==> src/rtl/calendar_date_counter_if.sv <==
`default_nettype none
// ============================================================================
// calendar_date_counter_if : control/load inputs and date outputs of the counter
// Rev 1.0
// ============================================================================
interface calendar_date_counter_if;
  logic        tick;
  logic        load;
  logic [5:0]  load_day;
  logic [3:0]  load_month;
  logic [10:0] load_year;
  logic [5:0]  dayOfMonth;
  logic [3:0]  month;
  logic [10:0] year;
  logic        leap;
  logic        new_day;
  logic        wrap;
  logic        load_err;

  modport master (
    output tick, load, load_day, load_month, load_year,
    input  dayOfMonth, month, year, leap, new_day, wrap, load_err
  );

  modport slave (
    input  tick, load, load_day, load_month, load_year,
    output dayOfMonth, month, year, leap, new_day, wrap, load_err
  );
endinterface
`default_nettype wire

==> src/rtl/calendar_date_counter.sv <==
`default_nettype none
// ============================================================================
// calendar_date_counter : Gregorian date register advanced one day per tick
// Rev 1.0
// ============================================================================
module calendar_date_counter #(
  parameter int MAX_YEAR   = 2047,
  parameter int RESET_YEAR = 0
) (
  input  wire logic               clk,
  input  wire logic               reset_n,
  calendar_date_counter_if.slave  bus
);

  localparam logic [10:0] c_max_year   = 11'(MAX_YEAR);
  localparam logic [10:0] c_reset_year = 11'(RESET_YEAR);

  typedef enum logic [1:0] {
    S_IDLE = 2'd0,
    S_ADV  = 2'd1,
    S_LD   = 2'd2,
    S_ERR  = 2'd3
  } state_t;

  state_t      r_state;
  state_t      w_state_nxt;

  logic [5:0]  r_day;
  logic [3:0]  r_month;
  logic [10:0] r_year;
  logic        r_leap;
  logic        r_new_day;
  logic        r_wrap;
  logic        r_load_err;

  logic [5:0]  w_day_nxt;
  logic [3:0]  w_month_nxt;
  logic [10:0] w_year_nxt;
  logic        w_wrap_nxt;
  logic        w_load_valid;
  logic [5:0]  w_cur_len;
  logic [5:0]  w_load_len;

  function automatic logic f_leap(input logic [10:0] y);
    return ((y % 11'd4) == 11'd0) &&
           (((y % 11'd100) != 11'd0) || ((y % 11'd400) == 11'd0));
  endfunction

  function automatic logic [5:0] f_month_len(input logic [3:0] m, input logic lp);
    logic [5:0] len;
    case (m)
      4'd2:                      len = lp ? 6'd29 : 6'd28;
      4'd4, 4'd6, 4'd9, 4'd11:   len = 6'd30;
      default:                   len = 6'd31;
    endcase
    return len;
  endfunction

  assign w_cur_len  = f_month_len(r_month, r_leap);
  // Load length uses the leap status of the year being loaded, not the current one.
  assign w_load_len = f_month_len(bus.load_month, f_leap(bus.load_year));

  assign w_load_valid = (bus.load_month >= 4'd1) && (bus.load_month <= 4'd12) &&
                        (bus.load_year <= c_max_year) &&
                        (bus.load_day != 6'd0) && (bus.load_day <= w_load_len);

  always_comb begin
    w_state_nxt = S_IDLE;
    w_day_nxt   = r_day;
    w_month_nxt = r_month;
    w_year_nxt  = r_year;
    w_wrap_nxt  = 1'b0;

    if (bus.load) begin
      if (w_load_valid) begin
        w_state_nxt = S_LD;
        w_day_nxt   = bus.load_day;
        w_month_nxt = bus.load_month;
        w_year_nxt  = bus.load_year;
      end else begin
        w_state_nxt = S_ERR;
      end
    end else if (bus.tick) begin
      w_state_nxt = S_ADV;
      if (r_day < w_cur_len) begin
        w_day_nxt = r_day + 6'd1;
      end else begin
        w_day_nxt = 6'd1;
        if (r_month == 4'd12) begin
          w_month_nxt = 4'd1;
          if (r_year == c_max_year) begin
            w_year_nxt = 11'd0;
            w_wrap_nxt = 1'b1;
          end else begin
            w_year_nxt = r_year + 11'd1;
          end
        end else begin
          w_month_nxt = r_month + 4'd1;
        end
      end
    end
  end

  // Pulse flops follow the next state so each output is a plain register.
  always_ff @(posedge clk) begin
    if (!reset_n) begin
      r_state    <= S_IDLE;
      r_day      <= 6'd1;
      r_month    <= 4'd1;
      r_year     <= c_reset_year;
      r_leap     <= f_leap(c_reset_year);
      r_new_day  <= 1'b0;
      r_wrap     <= 1'b0;
      r_load_err <= 1'b0;
    end else begin
      r_state    <= w_state_nxt;
      r_day      <= w_day_nxt;
      r_month    <= w_month_nxt;
      r_year     <= w_year_nxt;
      r_leap     <= f_leap(w_year_nxt);
      r_new_day  <= (w_state_nxt == S_ADV);
      r_wrap     <= w_wrap_nxt;
      r_load_err <= (w_state_nxt == S_ERR);
    end
  end

  assign bus.dayOfMonth = r_day;
  assign bus.month      = r_month;
  assign bus.year       = r_year;
  assign bus.leap       = r_leap;
  assign bus.new_day    = r_new_day;
  assign bus.wrap       = r_wrap;
  assign bus.load_err   = r_load_err;

endmodule
`default_nettype wire
==> src/flat_wrapper.sv <==
// flat-port wrapper written by rule: the top's interface ports become plain ports
module calendar_date_counter_flat 
#(
  parameter int MAX_YEAR   = 2047,
  parameter int RESET_YEAR = 0
)
  (clk, reset_n, bus_tick, bus_load, bus_load_day, bus_load_month, bus_load_year, bus_dayOfMonth, bus_month, bus_year, bus_leap, bus_new_day, bus_wrap, bus_load_err);
  calendar_date_counter_if bus_i ();
  input  wire logic clk;
  input  wire logic reset_n;
  input wire logic [$bits(bus_i.tick)-1:0] bus_tick;
  input wire logic [$bits(bus_i.load)-1:0] bus_load;
  input wire logic [$bits(bus_i.load_day)-1:0] bus_load_day;
  input wire logic [$bits(bus_i.load_month)-1:0] bus_load_month;
  input wire logic [$bits(bus_i.load_year)-1:0] bus_load_year;
  output wire logic [$bits(bus_i.dayOfMonth)-1:0] bus_dayOfMonth;
  output wire logic [$bits(bus_i.month)-1:0] bus_month;
  output wire logic [$bits(bus_i.year)-1:0] bus_year;
  output wire logic [$bits(bus_i.leap)-1:0] bus_leap;
  output wire logic [$bits(bus_i.new_day)-1:0] bus_new_day;
  output wire logic [$bits(bus_i.wrap)-1:0] bus_wrap;
  output wire logic [$bits(bus_i.load_err)-1:0] bus_load_err;
  assign bus_i.tick = bus_tick;
  assign bus_i.load = bus_load;
  assign bus_i.load_day = bus_load_day;
  assign bus_i.load_month = bus_load_month;
  assign bus_i.load_year = bus_load_year;
  assign bus_dayOfMonth = bus_i.dayOfMonth;
  assign bus_month = bus_i.month;
  assign bus_year = bus_i.year;
  assign bus_leap = bus_i.leap;
  assign bus_new_day = bus_i.new_day;
  assign bus_wrap = bus_i.wrap;
  assign bus_load_err = bus_i.load_err;
  calendar_date_counter #(.MAX_YEAR(MAX_YEAR), .RESET_YEAR(RESET_YEAR)) u_core (.clk(clk), .reset_n(reset_n), .bus(bus_i));
endmodule
==> config.mk <==
export PLATFORM = sky130hd
export DESIGN_NAME = calendar_date_counter_flat
export DESIGN_NICKNAME = d
export VERILOG_FILES = /design/src/rtl/calendar_date_counter_if.sv /design/src/rtl/calendar_date_counter.sv /design/src/flat_wrapper.sv
export SDC_FILE = /design/constraint.sdc
export NUM_CORES = 1
export LEC_CHECK = 0
export CAP_MARGIN = 10
export CORE_UTILIZATION = 25
export DETAILED_ROUTE_END_ITERATION = 16
export SYNTH_ARGS = -nofsm -noshare
export SYNTH_HDL_FRONTEND = slang
export SYNTH_SLANG_ARGS = --single-unit
==> constraint.sdc <==
create_clock -name clk -period 20.2 [get_ports clk]
set_input_delay 2.02 -clock clk [delete_from_list [all_inputs] [get_ports clk]]
set_output_delay 2.02 -clock clk [all_outputs]
set_load 0.05 [all_outputs]
==> results of run 1 <==
==> report_power, final <==
part           internal, mW  switching (mW)  total (mW)  leakage [nW]
Sequential           0.0528         0.00598      0.0587         0.205
Clock                0.0270          0.0198      0.0467        0.0371
Combinational        0.0452          0.0745       0.120          1.17
Total                 0.125           0.100       0.225          1.41
==> flip-flops by register name (all words and copies together) (netlist names) <==
name,flops
u_core.bus.leap,1
u_core.bus.load_err,1
u_core.bus.new_day,1
u_core.bus.dayOfMonth,6
u_core.bus.year,11
u_core.bus.wrap,1
u_core.bus.month,4
==> worst max path at each step <==
stage	from	endpoint
finish	bus_load_year[6]	u_core.bus.leap$_SDFF_PN1_
global route	bus_load_year[6]	u_core.bus.leap$_SDFF_PN1_
CTS	bus_load_year[6]	u_core.bus.leap$_SDFF_PN1_
detailed placement	bus_load_year[6]	u_core.bus.leap$_SDFF_PN1_
global placement	bus_load_year[6]	u_core.bus.leap$_SDFF_PN1_
floorplan	bus_load_year[6]	u_core.bus.leap$_SDFF_PN1_
==> per-layer routing <==
layer,up-vias,share of wire (%)
met2,128,47
met4,0,2.4
met5,-,0
met3,25,4.5
met1,1813,46
li1,1837,-
==> cell families (layout without fill, tap and decap cells) <==
| kind of cell | Yosys count | after routing |
|---|---|---|
| AOI/OAI and AO/OA | 182 | 182 |
| xor gates and xnor gates | 11 | 11 |
| adders and majority gates | 11 | 11 |
| buffers and inverters | 36 | 63 |
| DFF | 25 | 25 |
| muxes | 9 | 9 |
| and+or+nand+nor | 185 | 185 |
==> area by class of cell <==
cell class | count | area [um^2]
fill | 1380 | 8823
multi-input combinational | 398 | 2664
timing repair buffer | 52 | 513.0
sequential | 25 | 500.5
tap | 172 | 215.2
clock buffer | 3 | 75.07
inverter | 7 | 26.28
clock inverter | 1 | 7.507
==> critical path: cells and delay by family <==
family | cells | cell delay, ns
compound gates | 17 | 4.75
fa+ha+maj | 3 | 0.98
simple gates | 5 | 0.92
buf+inv | 1 | 0.57
mux | 2 | 0.45
xor+xnor | 2 | 0.34
==> placed cells by master, fill, tap and decap left out, drive strengths merged, types with 9 or more instances in the layout <==
| cell type | instances |
|---|---|
| o21ai | 33 |
| a22oi | 10 |
| a21oi | 29 |
| dfxtp | 25 |
| nand3 | 18 |
| clkdlybuf4s50 | 49 |
| and2 | 14 |
| nor3 | 15 |
| nand2 | 38 |
| ha | 9 |
| nor2 | 38 |
| nor2b | 17 |
| o211ai | 14 |
==> reports/qor_table.md, run 1 <==
| Stage | Result | This run |
| --- | --- | --- |
| logic synthesis | Most frequently used flop master after synthesis | dfxtp_1 |
| global routing | Maximum number of pins on one net before global-route repair | 39 |
| logic synthesis | Post-synthesis share of cell area spent on full adders, half adders and majority gates | 3.985% |
| sta | Final setup violation count | 0 |
| flow run | Number of max-cap violations | 0 |
| logic synthesis | Seq/Total Area, Yosys | 15.04% |
| power and ir drop | Final total power | 0.2251 mW |
| logic synthesis | Total standard cell area after synthesis | 3328 um^2 |
| global routing | Met1 Use GR | 19.85% |
| setup path | RR Endpoint | u_core.bus.leap$_SDFF_PN1_ |
| finish | Final core area utilization | 31.20% |
| outcome | Status | complete, no violations |
| sta | Endpoints failing hold | 0 |
| logic synthesis | Number of library cell types mapped by synthesis | 81 |
| setup path | Critical path's most frequent cell | a22oi_1 |
| global routing | Global routing usage on met2 | 26.26% |
| logic synthesis | Syn_area_per_cell | 7.251 um^2 |
| setup path | Critical path class | in -> reg |
| setup path | Worst Path Arrival | 10.08 ns |
| logic synthesis | Share of the synthesized area in compound gates (AO/OA/AOI/OAI) | 40.75% |
| place | Placement-stage cell area | 3919 um^2 |
| sta | Post-route setup slack | 10.23 ns |
| setup path | CP startpoint kind | primary input |
| hold path | Class of the tightest hold or removal check | reg -> reg |
| setup path | Data required time at the worst endpoint | 20.31 ns |
| finish | Layout overhead on the synthesized area | 20.23% |
| hold path | Hold Crit Start | u_core.bus.dayOfMonth[5]$_SDFFE_PN0P_ |
| global routing | Global-route usage over all layers | 15.22% |
| power and ir drop | Cell area power density | 56.26 nW/um^2 |
| sta | Max-slew violation count | 0 |
| global routing | Via count of the first global-routing pass | 3534 |
| clocking | Total setup buffers inserted after CTS | 0 |
| floorplan | Die footprint | 13780 um^2 |
| logic synthesis | Most area-consuming cells after synthesis | dfxtp_1 (15%), nand2_1 (4.3%), a21oi_1 (4.1%), nor2_1 (4.1%), o21ai_0 (4.1%) |
| setup path | CP max-delay cell | a22oi_1 |
| drt | Wire length reported by the detailed router | 10.69 mm |
| clocking | Max Buffers Root-to-Sink | 2 |
| clocking | Root Buffer | clkbuf_16 |
| finish | Fraction of layout cells with a size suffix above 1 | 7.202% |
| sta | Headroom to the max-slew limit | 14.61% |
| drt | DR DRC count | 0 |
| setup path | Worst R2R Start | u_core.bus.month[0]$_SDFFE_PN1P_ |
| sta | Layout Skew | 0.003593 ns |
| clocking | # resized after CTS | 0 |
| setup path | Worst Reg-to-Reg Cells | 19 |
| setup path | Highest fanout seen on the critical path | 15 |
| drt | First-pass detailed-route iteration total | 5 |
| logic synthesis | Flip-flop and latch count after synthesis | 25 |
| logic synthesis | Mux contribution to synthesized area | 2.744% |
| sta | WHS | 0.5926 ns |
| clocking | CTS buffer count | 3 |
| logic synthesis | Gate count after technology mapping | 459 |
| drt | Antenna Nets Post-Route | 0 |
| sta | Setup TNS | 0 ns |
| floorplan | Chip width | 117.4 um |
| logic synthesis | Simple-gate portion of the synthesized area | 29.66% |
| place | PortBufs | 49 |
| floorplan | Core outline area | 12820 um^2 |
| logic synthesis | Share of flip-flops with an asynchronous set or reset after synthesis | 0% |
| finish | Final cell count without fillers | 658 |
| floorplan | Top-level I/O count | 50 |
| sta | Highest clock rate | 0.1003 GHz |
| logic synthesis | Share of Yosys cell area claimed by the top area cell type | 15.04% |
| sta | Transition time of the tightest slew-check pin | 1.281 ns |
| global routing | Busiest layer in global routing | met2 |
| drt | First-iteration detailed-routing DRC count | 293 |
| finish | Ant diodes | 0 |
| global routing | GRT met3 Usage | 1.702% |
| clocking | CTS HTree Levels | 1 |
| global routing | Remaining Overflow, GRT | 0 |
| sta | Tcrit/Tclk final | 49.36% |
| power and ir drop | Lkg Pwr | 1.412 nW |
| finish | Area of all placed cells without fillers | 4001 um^2 |
| hold path | Hold Path Stages | 2 |
| logic synthesis | Xor and xnor fraction of the mapped netlist area | 2.895% |
| place | Cell total after placement | 654 |
| floorplan | Initial cell density of the core | 25.95% |
| floorplan | DIE HEIGHT | 117.4 um |
| logic synthesis | Net count of the mapped netlist | 493 |
| clocking | Clock tree from TritonCTS | yes |
| finish | Net count reported at finish | 521 |
| logic synthesis | Main combinational cell family by area after synthesis | compound AO/OA/AOI/OAI gates |
| clocking | Total clock sinks | 25 |
| power and ir drop | VDD IR max | 0.00002659 V |
| drt | Total vias in the final route | 3803 |
| logic synthesis | Leading cell types by count after synthesis | nand2_1 (38), nor2_1 (36), a21oi_1 (27), o21ai_0 (27), dfxtp_1 (25) |
| logic synthesis | Post-synth EDFFs | 0 |
| sta | Shortest clock period the worst path allows after layout | 9.970 ns |
| global routing | Antenna violations before repair | 0 |
| place | Post-Place Setup Slack | 10.02 ns |
| clocking | Clk Latency, worst-skew pair | 0.27 ns |
| drt | Drt via density | 5.780 |
| logic synthesis | Most area-hungry cell type in the Yosys netlist | dfxtp_1 |
| place | Detailed-placement wirelength estimate | 8.076 mm |
| global routing | Global-route wire length before repair | 17.67 mm |
| place | Routability-driven placement congestion ratio | 0.9168 |
| setup path | Longest individual stage delay on the worst path | 0.98 ns |
| clocking | Reg clk slew, reported paths | 0.07 ns |
| hold path | WHS Endpoint | u_core.bus.dayOfMonth[5]$_SDFFE_PN0P_ |
| logic synthesis | Total number of yosys warnings | 0 |
| clocking | Number of hold buffers added after cts | 0 |
| floorplan | Num rows | 41 |
| logic synthesis | Cell with the most instances after synthesis | nand2_1 |
| setup path | Register-to-register setup slack | 14.72 ns |
| sta | RSZ-0062 raised after global routing | false |
| drt | Average wire per cell in the routed design | 16.25 um |
| setup path | Sort of element at the end of the critical path | register |
(Power assumes the default switching activity.)
==> inputs of run 2 (changes only) <==
- clock period: 20.2 -> 10.4 ns (I/O delays scaled with it)
==> run 2 against run 1 <==
- global-route usage rose by 0.15 points
- combinational power rose by 93%
- worst setup slack got worse by 8.7 ns
- count of clock-buffer cells in the layout did not move
- total power rose by 92%
- critical endpoint unchanged
==> reports/qor_table.md, run 2 (synthesis results as in run 1) <==
| Stage | Result | This run | Delta |
| --- | --- | --- | --- |
| outcome | Status | complete, no violations |  |
| sta | Final setup violation count | 0 | unchanged |
| power and ir drop | Lkg Pwr | 1.420 nW | +0.57% |
| finish | Net count reported at finish | 522 | +0.19% |
| finish | Commonest cells after routing, fill and taps aside | clkdlybuf4s50_1 (49), nand2_1 (38), nor2_1 (36) |  |
| drt | First-pass detailed-route iteration total | 5 | unchanged |
| clocking | CTS buffer count | 3 | unchanged |
| setup path | Longest individual stage delay on the worst path | 0.91 ns | -0.07 ns |
| global routing | Global-route usage over all layers | 15.38% | +0.15 points |
| sta | Transition time of the tightest slew-check pin | 1.195 ns | -0.08544 ns |
| floorplan | Initial cell density of the core | 25.95% | unchanged |
| sta | RSZ-0062 raised after global routing | false |  |
| clocking | Root Buffer | clkbuf_16 |  |
| finish | Area taken by multi-input logic gates | 2664 um^2 | unchanged |
| drt | DR DRC count | 0 | unchanged |
| sta | WHS | 0.6090 ns | +0.01647 ns |
| setup path | Worst setup path startpoint | bus_load_year[6] |  |
| drt | Average wire per cell in the routed design | 16.23 um | -0.15% |
| global routing | Remaining Overflow, GRT | 0 | unchanged |
| setup path | Critical path class | in -> reg |  |
| clocking | # resized after CTS | 0 | unchanged |
| clocking | Clock tree from TritonCTS | yes |  |
| setup path | Highest fanout seen on the critical path | 15 | unchanged |
| finish | Area of all placed cells without fillers | 4006 um^2 | +0.12% |
| drt | Drt via density | 5.722 | -0.99% |
| clocking | Max Buffers Root-to-Sink | 2 | unchanged |
| clocking | CTS HTree Levels | 1 | unchanged |
| finish | Flip-flop count of the largest register after layout | 11 | unchanged |
| power and ir drop | Cell area power density | 108.0 nW/um^2 | +92% |
| floorplan | DIE HEIGHT | 117.4 um | unchanged |
| clocking | Reg clk slew, reported paths | 0.06 ns | about the same |
| hold path | Class of the tightest hold or removal check | reg -> reg |  |
| sta | Endpoints failing hold | 0 | unchanged |
| global routing | Antenna violations before repair | 0 | unchanged |
| setup path | Worst Path Arrival | 9.07 ns | -1.01 ns |
| place | Routability-driven placement congestion ratio | 0.9250 | +0.89% |
| finish | Ant diodes | 0 | unchanged |
| flow run | Number of max-cap violations | 0 | unchanged |
| floorplan | Chip width | 117.4 um | unchanged |
| place | Detailed-placement wirelength estimate | 8.117 mm | +0.50% |
| finish | Sequential Area | 500.5 um^2 | unchanged |
| place | Placement-stage cell area | 3926 um^2 | +0.19% |
| hold path | Hold Path Stages | 2 | unchanged |
| finish | Layout overhead on the synthesized area | 20.38% |  |
| sta | Highest clock rate | 0.1124 GHz |  |
| sta | Layout Skew | 0.002729 ns | -0.0008646 ns |
| setup path | Sort of element at the end of the critical path | register |  |
| global routing | Maximum number of pins on one net before global-route repair | 39 | unchanged |
| clocking | Total clock sinks | 25 | unchanged |
| clocking | Total setup buffers inserted after CTS | 0 | unchanged |
| drt | First-iteration detailed-routing DRC count | 238 | -19% |
| drt | Wire length reported by the detailed router | 10.69 mm | unchanged |
| floorplan | Num rows | 41 | unchanged |
| setup path | Data required time at the worst endpoint | 10.57 ns | -9.74 ns |
| sta | Shortest clock period the worst path allows after layout | 8.899 ns |  |
| setup path | Worst R2R Start | u_core.bus.month[0]$_SDFFE_PN1P_ |  |
| floorplan | Top-level I/O count | 50 | unchanged |
| setup path | RR Endpoint | u_core.bus.leap$_SDFF_PN1_ |  |
| sta | Max-slew violation count | 0 | unchanged |
| hold path | Hold Crit Start | u_core.bus.dayOfMonth[4]$_SDFFE_PN0P_ |  |
| setup path | Register-to-register setup slack | 5.05 ns | -9.67 ns |
| drt | Total vias in the final route | 3771 | -0.84% |
| drt | Antenna Nets Post-Route | 0 | unchanged |
| power and ir drop | VDD IR max | 0.00003488 V | +31% |
| setup path | CP startpoint kind | primary input |  |
| setup path | CP max-delay cell | a22oi_1 |  |
| finish | Filler cell count in the final layout | 1373 | -0.51% |
| global routing | Via count of the first global-routing pass | 3459 | -2.1% |
| finish | Most frequent standard cell in the layout excluding fill and tap cells | clkdlybuf4s50_1 |  |
| sta | Headroom to the max-slew limit | 20.30% | +5.7 points |
| setup path | Critical path's most frequent cell | a21oi_1 |  |
| hold path | WHS Endpoint | u_core.bus.dayOfMonth[4]$_SDFFE_PN0P_ |  |
| place | PortBufs | 49 | unchanged |
| setup path | Worst Reg-to-Reg Cells | 19 | unchanged |
| floorplan | Core outline area | 12820 um^2 | unchanged |
| sta | Tcrit/Tclk final | 85.57% |  |
| clocking | Clk Latency, worst-skew pair | 0.26 ns | about the same |
| power and ir drop | Final total power | 0.4326 mW | +92% |
| floorplan | Die footprint | 13780 um^2 | unchanged |
| clocking | Number of hold buffers added after cts | 0 | unchanged |
| finish | Fraction of layout cells with a size suffix above 1 | 7.392% | +0.19 points |
| global routing | Global-route wire length before repair | 17.80 mm | +0.71% |
| sta | Setup TNS | 0 ns | unchanged |
[run 2: cell types whose count changed in the layout (fill, tap and decap cells not counted), sizes merged]
| cell | before | now |
|---|---|---|
| clkinvlp | 1 | 0 |
| clkinv | 0 | 1 |
| buf | 3 | 4 |
[run 2: power breakdown]
part | switching [mW] | internal [mW] | total, mW
registers | 0.0116 | 0.103 | 0.114
clock network | 0.0344 | 0.0518 | 0.0862
logic | 0.144 | 0.0880 | 0.232
[run 2: cell type report]
class                           count  area share [%]
Inverter                            7          0.6558
Sequential cell                    25           12.49
Clock buffer                        3           1.874
Tap cell                          172           5.372
Timing Repair Buffer               53           12.99
Clock inverter                      1          0.1249
Multi-Input combinational cell    398           66.49
[run 2: worst max path at each step]
stage                                       to  depth (start not counted)  slack, ns
floorplan           u_core.bus.leap$_SDFF_PN1_                         31       2.99
global placement    u_core.bus.leap$_SDFF_PN1_                         30       1.71
detailed placement  u_core.bus.leap$_SDFF_PN1_                         30       1.39
CTS                 u_core.bus.leap$_SDFF_PN1_                         30       1.65
global route        u_core.bus.leap$_SDFF_PN1_                         30       0.82
finish              u_core.bus.leap$_SDFF_PN1_                         30       1.50
[run 2: routing by layer]
metal  track usage, %  wire [um]
met4            3.084        176
met1            20.52       4946
met3            1.751        509
met5                0          0
met2            26.44       5061
[run 2: critical path: cells and delay by family]
family | cells | cell delay [ns]
xor gates and xnor gates | 2 | 0.34
buffers and inverters | 1 | 0.57
muxes | 2 | 0.35
adders and majority gates | 2 | 0.57
AOI/OAI and AO/OA | 19 | 5.51
and+or+nand+nor | 4 | 0.65
[run 2: metrics by stage]
step	util (%)	instances	setup slack (ns)
2_1_floorplan	-	459	2.993
5_1_grt	31.24	659	0.8224
4_1_cts	31.24	659	1.650
3_5_place_dp	30.61	655	1.393
6_report	31.24	659	1.501
3_3_place_gp	30.61	655	1.710
==> inputs of run 3 (changes only) <==
- CORE_MARGIN: default -> 2
==> run 3 against run 2 <==
- utilization down 0.74 points
- sequential cell count unchanged
- die area grew 3.4%
- final cell count grew 0.46%
- sequential power about the same
- sequential share of layout area is the same
- critical endpoint unchanged
==> reports/qor_table.md, run 3 (synthesis results as in run 1) <==
| Stage | Result | This run | Delta |
| --- | --- | --- | --- |
| outcome | Status | complete, no violations |  |
| setup path | Worst Path Arrival | 9.24 ns | +0.17 ns |
| drt | First-iteration detailed-routing DRC count | 333 | +40% |
| sta | Headroom to the max-slew limit | 16.79% | -3.5 points |
| power and ir drop | Final total power | 0.4382 mW | +1.3% |
| finish | Net count reported at finish | 521 | -0.19% |
| finish | Commonest cells after routing, fill and taps aside | clkdlybuf4s50_1 (49), nand2_1 (38), nor2_1 (36) |  |
| place | PortBufs | 49 | unchanged |
| setup path | Largest delay share family, worst path | compound AO/OA/AOI/OAI gates |  |
| setup path | Highest fanout seen on the critical path | 15 | unchanged |
| clocking | Reg clk slew, reported paths | 0.07 ns | about the same |
| setup path | CP max-delay cell | a22oi_1 |  |
| drt | First-pass detailed-route iteration total | 5 | unchanged |
| clocking | CTS buffer count | 3 | unchanged |
| clocking | # resized after CTS | 0 | unchanged |
| global routing | Antenna violations before repair | 0 | unchanged |
| sta | Endpoints failing hold | 0 | unchanged |
| setup path | Worst Reg-to-Reg Cells | 19 | unchanged |
| sta | Highest clock rate | 0.1104 GHz | -1.8% |
| drt | Drt via density | 5.739 | +0.29% |
| setup path | Longest individual stage delay on the worst path | 0.96 ns | +0.05 ns |
| drt | Average wire per cell in the routed design | 16.11 um | -0.71% |
| global routing | Maximum number of pins on one net before global-route repair | 39 | unchanged |
| sta | Post-route setup slack | 1.340 ns | -0.1610 ns |
| sta | Transition time of the tightest slew-check pin | 1.248 ns | +0.05274 ns |
| setup path | Critical path depth | 30 | unchanged |
| floorplan | Die footprint | 14250 um^2 | +3.4% |
| clocking | CTS HTree Levels | 1 | unchanged |
| finish | Area of all placed cells without fillers | 4006 um^2 | unchanged |
| hold path | Class of the tightest hold or removal check | reg -> reg |  |
| setup path | Critical path's most frequent cell | a21oi_1 |  |
| global routing | Global-route usage over all layers | 14.71% | -0.67 points |
| finish | Ant diodes | 0 | unchanged |
| finish | Most frequent standard cell in the layout excluding fill and tap cells | clkdlybuf4s50_1 |  |
| clocking | Root Buffer | clkbuf_16 |  |
| floorplan | Core outline area | 13140 um^2 | +2.4% |
| setup path | CP startpoint kind | primary input |  |
| clocking | Total clock sinks | 25 | unchanged |
| finish | Final core area utilization | 30.50% | -0.74 points |
| finish | Flip-flop count of the largest register after layout | 11 | unchanged |
| floorplan | DIE HEIGHT | 119.4 um | +1.7% |
| hold path | Hold Path Stages | 2 | unchanged |
| floorplan | Chip width | 119.4 um | +1.7% |
| setup path | Critical path class | in -> reg |  |
| sta | RSZ-0062 raised after global routing | false |  |
| sta | Setup TNS | 0 ns | unchanged |
| drt | DR DRC count | 0 | unchanged |
| flow run | Number of max-cap violations | 0 | unchanged |
| power and ir drop | Lkg Pwr | 1.412 nW | -0.57% |
| sta | Max-slew violation count | 0 | unchanged |
| setup path | Register-to-register setup slack | 4.82 ns | -0.23 ns |
| drt | Antenna Nets Post-Route | 0 | unchanged |
| global routing | Remaining Overflow, GRT | 0 | unchanged |
| global routing | Via count of the first global-routing pass | 3506 | +1.4% |
| setup path | Data required time at the worst endpoint | 10.58 ns | about the same |
| place | Routability-driven placement congestion ratio | 0.9292 | +0.45% |
| clocking | Clock tree from TritonCTS | yes |  |
| place | Post-Place Setup Slack | 1.197 ns | -0.1965 ns |
| sta | Tcrit/Tclk final | 87.12% | +1.5 points |
| finish | Fraction of layout cells with a size suffix above 1 | 7.202% | -0.19 points |
| clocking | Max Buffers Root-to-Sink | 2 | unchanged |
| clocking | Total setup buffers inserted after CTS | 0 | unchanged |
| drt | Total vias in the final route | 3799 | +0.74% |
| setup path | Crit path buffers/inverters | 1 | unchanged |
| finish | Layout overhead on the synthesized area | 20.38% | unchanged |
| sta | Shortest clock period the worst path allows after layout | 9.060 ns | +0.1610 ns |
| floorplan | Initial cell density of the core | 25.33% | -0.62 points |
| setup path | Sort of element at the end of the critical path | register |  |
| clocking | Clk Latency, worst-skew pair | 0.27 ns | about the same |
| sta | Final setup violation count | 0 | unchanged |
| place | Placement-stage cell area | 3924 um^2 | about the same |
| power and ir drop | Cell area power density | 109.4 nW/um^2 | +1.3% |
| floorplan | Num rows | 42 | +2.4% |
| global routing | Global-route wire length before repair | 17.54 mm | -1.4% |
| clocking | Number of hold buffers added after cts | 0 | unchanged |
| place | Detailed-placement wirelength estimate | 8.032 mm | -1.0% |
| floorplan | Top-level I/O count | 50 | unchanged |
| power and ir drop | VDD IR max | 0.00004467 V | +28% |
| drt | Wire length reported by the detailed router | 10.67 mm | -0.26% |
| sta | Layout Skew | 0.004434 ns | +0.001705 ns |
run 3: changes by cell type in the layout (fill, tap and decap cells not counted):
| cell | previous run | this run |
|---|---|---|
| clkinv_2 | 1 | 0 |
| buf_4 | 4 | 3 |
| clkinvlp_4 | 0 | 1 |
run 3: worst register-to-register path: stages, from the launching register on:
cell	delay, ns
dfxtp_1	0.41
inv_1	0.13
ha_1	0.23
nand2b_1	0.13
nor2_1	0.06
ha_1	0.20
nor3_1	0.28
o21ai_2	0.15
o21ai_2	0.39
o31ai_1	0.17
a22oi_1	1.00
o211ai_1	0.20
a31oi_1	0.49
nor2_2	0.18
a21oi_1	0.35
a2111oi_0	0.16
o31ai_1	0.38
o22ai_2	0.16
mux2i_1	0.15
o311ai_1	0.26
run 3: layer usage:
layer,wire length [um],track usage (%),up-vias
met1,4740,18.84,1814
met5,0,0,-
li1,-,-,1841
met3,531,1.676,17
met2,5217,26.19,127
met4,176,3.750,0
run 3: per-stage QoR:
step	hold slack, ns	cells
3_5_place_dp	0.5778	658
2_1_floorplan	0.7683	459
5_1_grt	0.6311	662
3_3_place_gp	0.5757	658
4_1_cts	0.5903	662
6_report	0.5915	662
run 3: final cells by class:
cell class,instances,area (um^2)
clock buffers,3,75.07
clock inverters,1,7.507
fillers,1417,9131
inverters,7,26.28
multi-input cells,398,2664
flip-flops and latches,25,500.5
well taps,176,220.2
repair buffers,52,513.0
run 3: worst paths after layout:
check	startpoint	to
min reg2reg	u_core.bus.dayOfMonth[5]$_SDFFE_PN0P_	u_core.bus.dayOfMonth[5]$_SDFFE_PN0P_
max reg2reg	u_core.bus.month[0]$_SDFFE_PN1P_	u_core.bus.leap$_SDFF_PN1_
max	bus_load_year[6]	u_core.bus.leap$_SDFF_PN1_
min	u_core.bus.dayOfMonth[5]$_SDFFE_PN0P_	u_core.bus.dayOfMonth[5]$_SDFFE_PN0P_
run 3: report_power, final:
part	internal, mW	switching (mW)	leakage (nW)
sequential	0.102	0.0118	0.205
clock	0.0524	0.0393	0.0371
combinational	0.0879	0.144	1.17
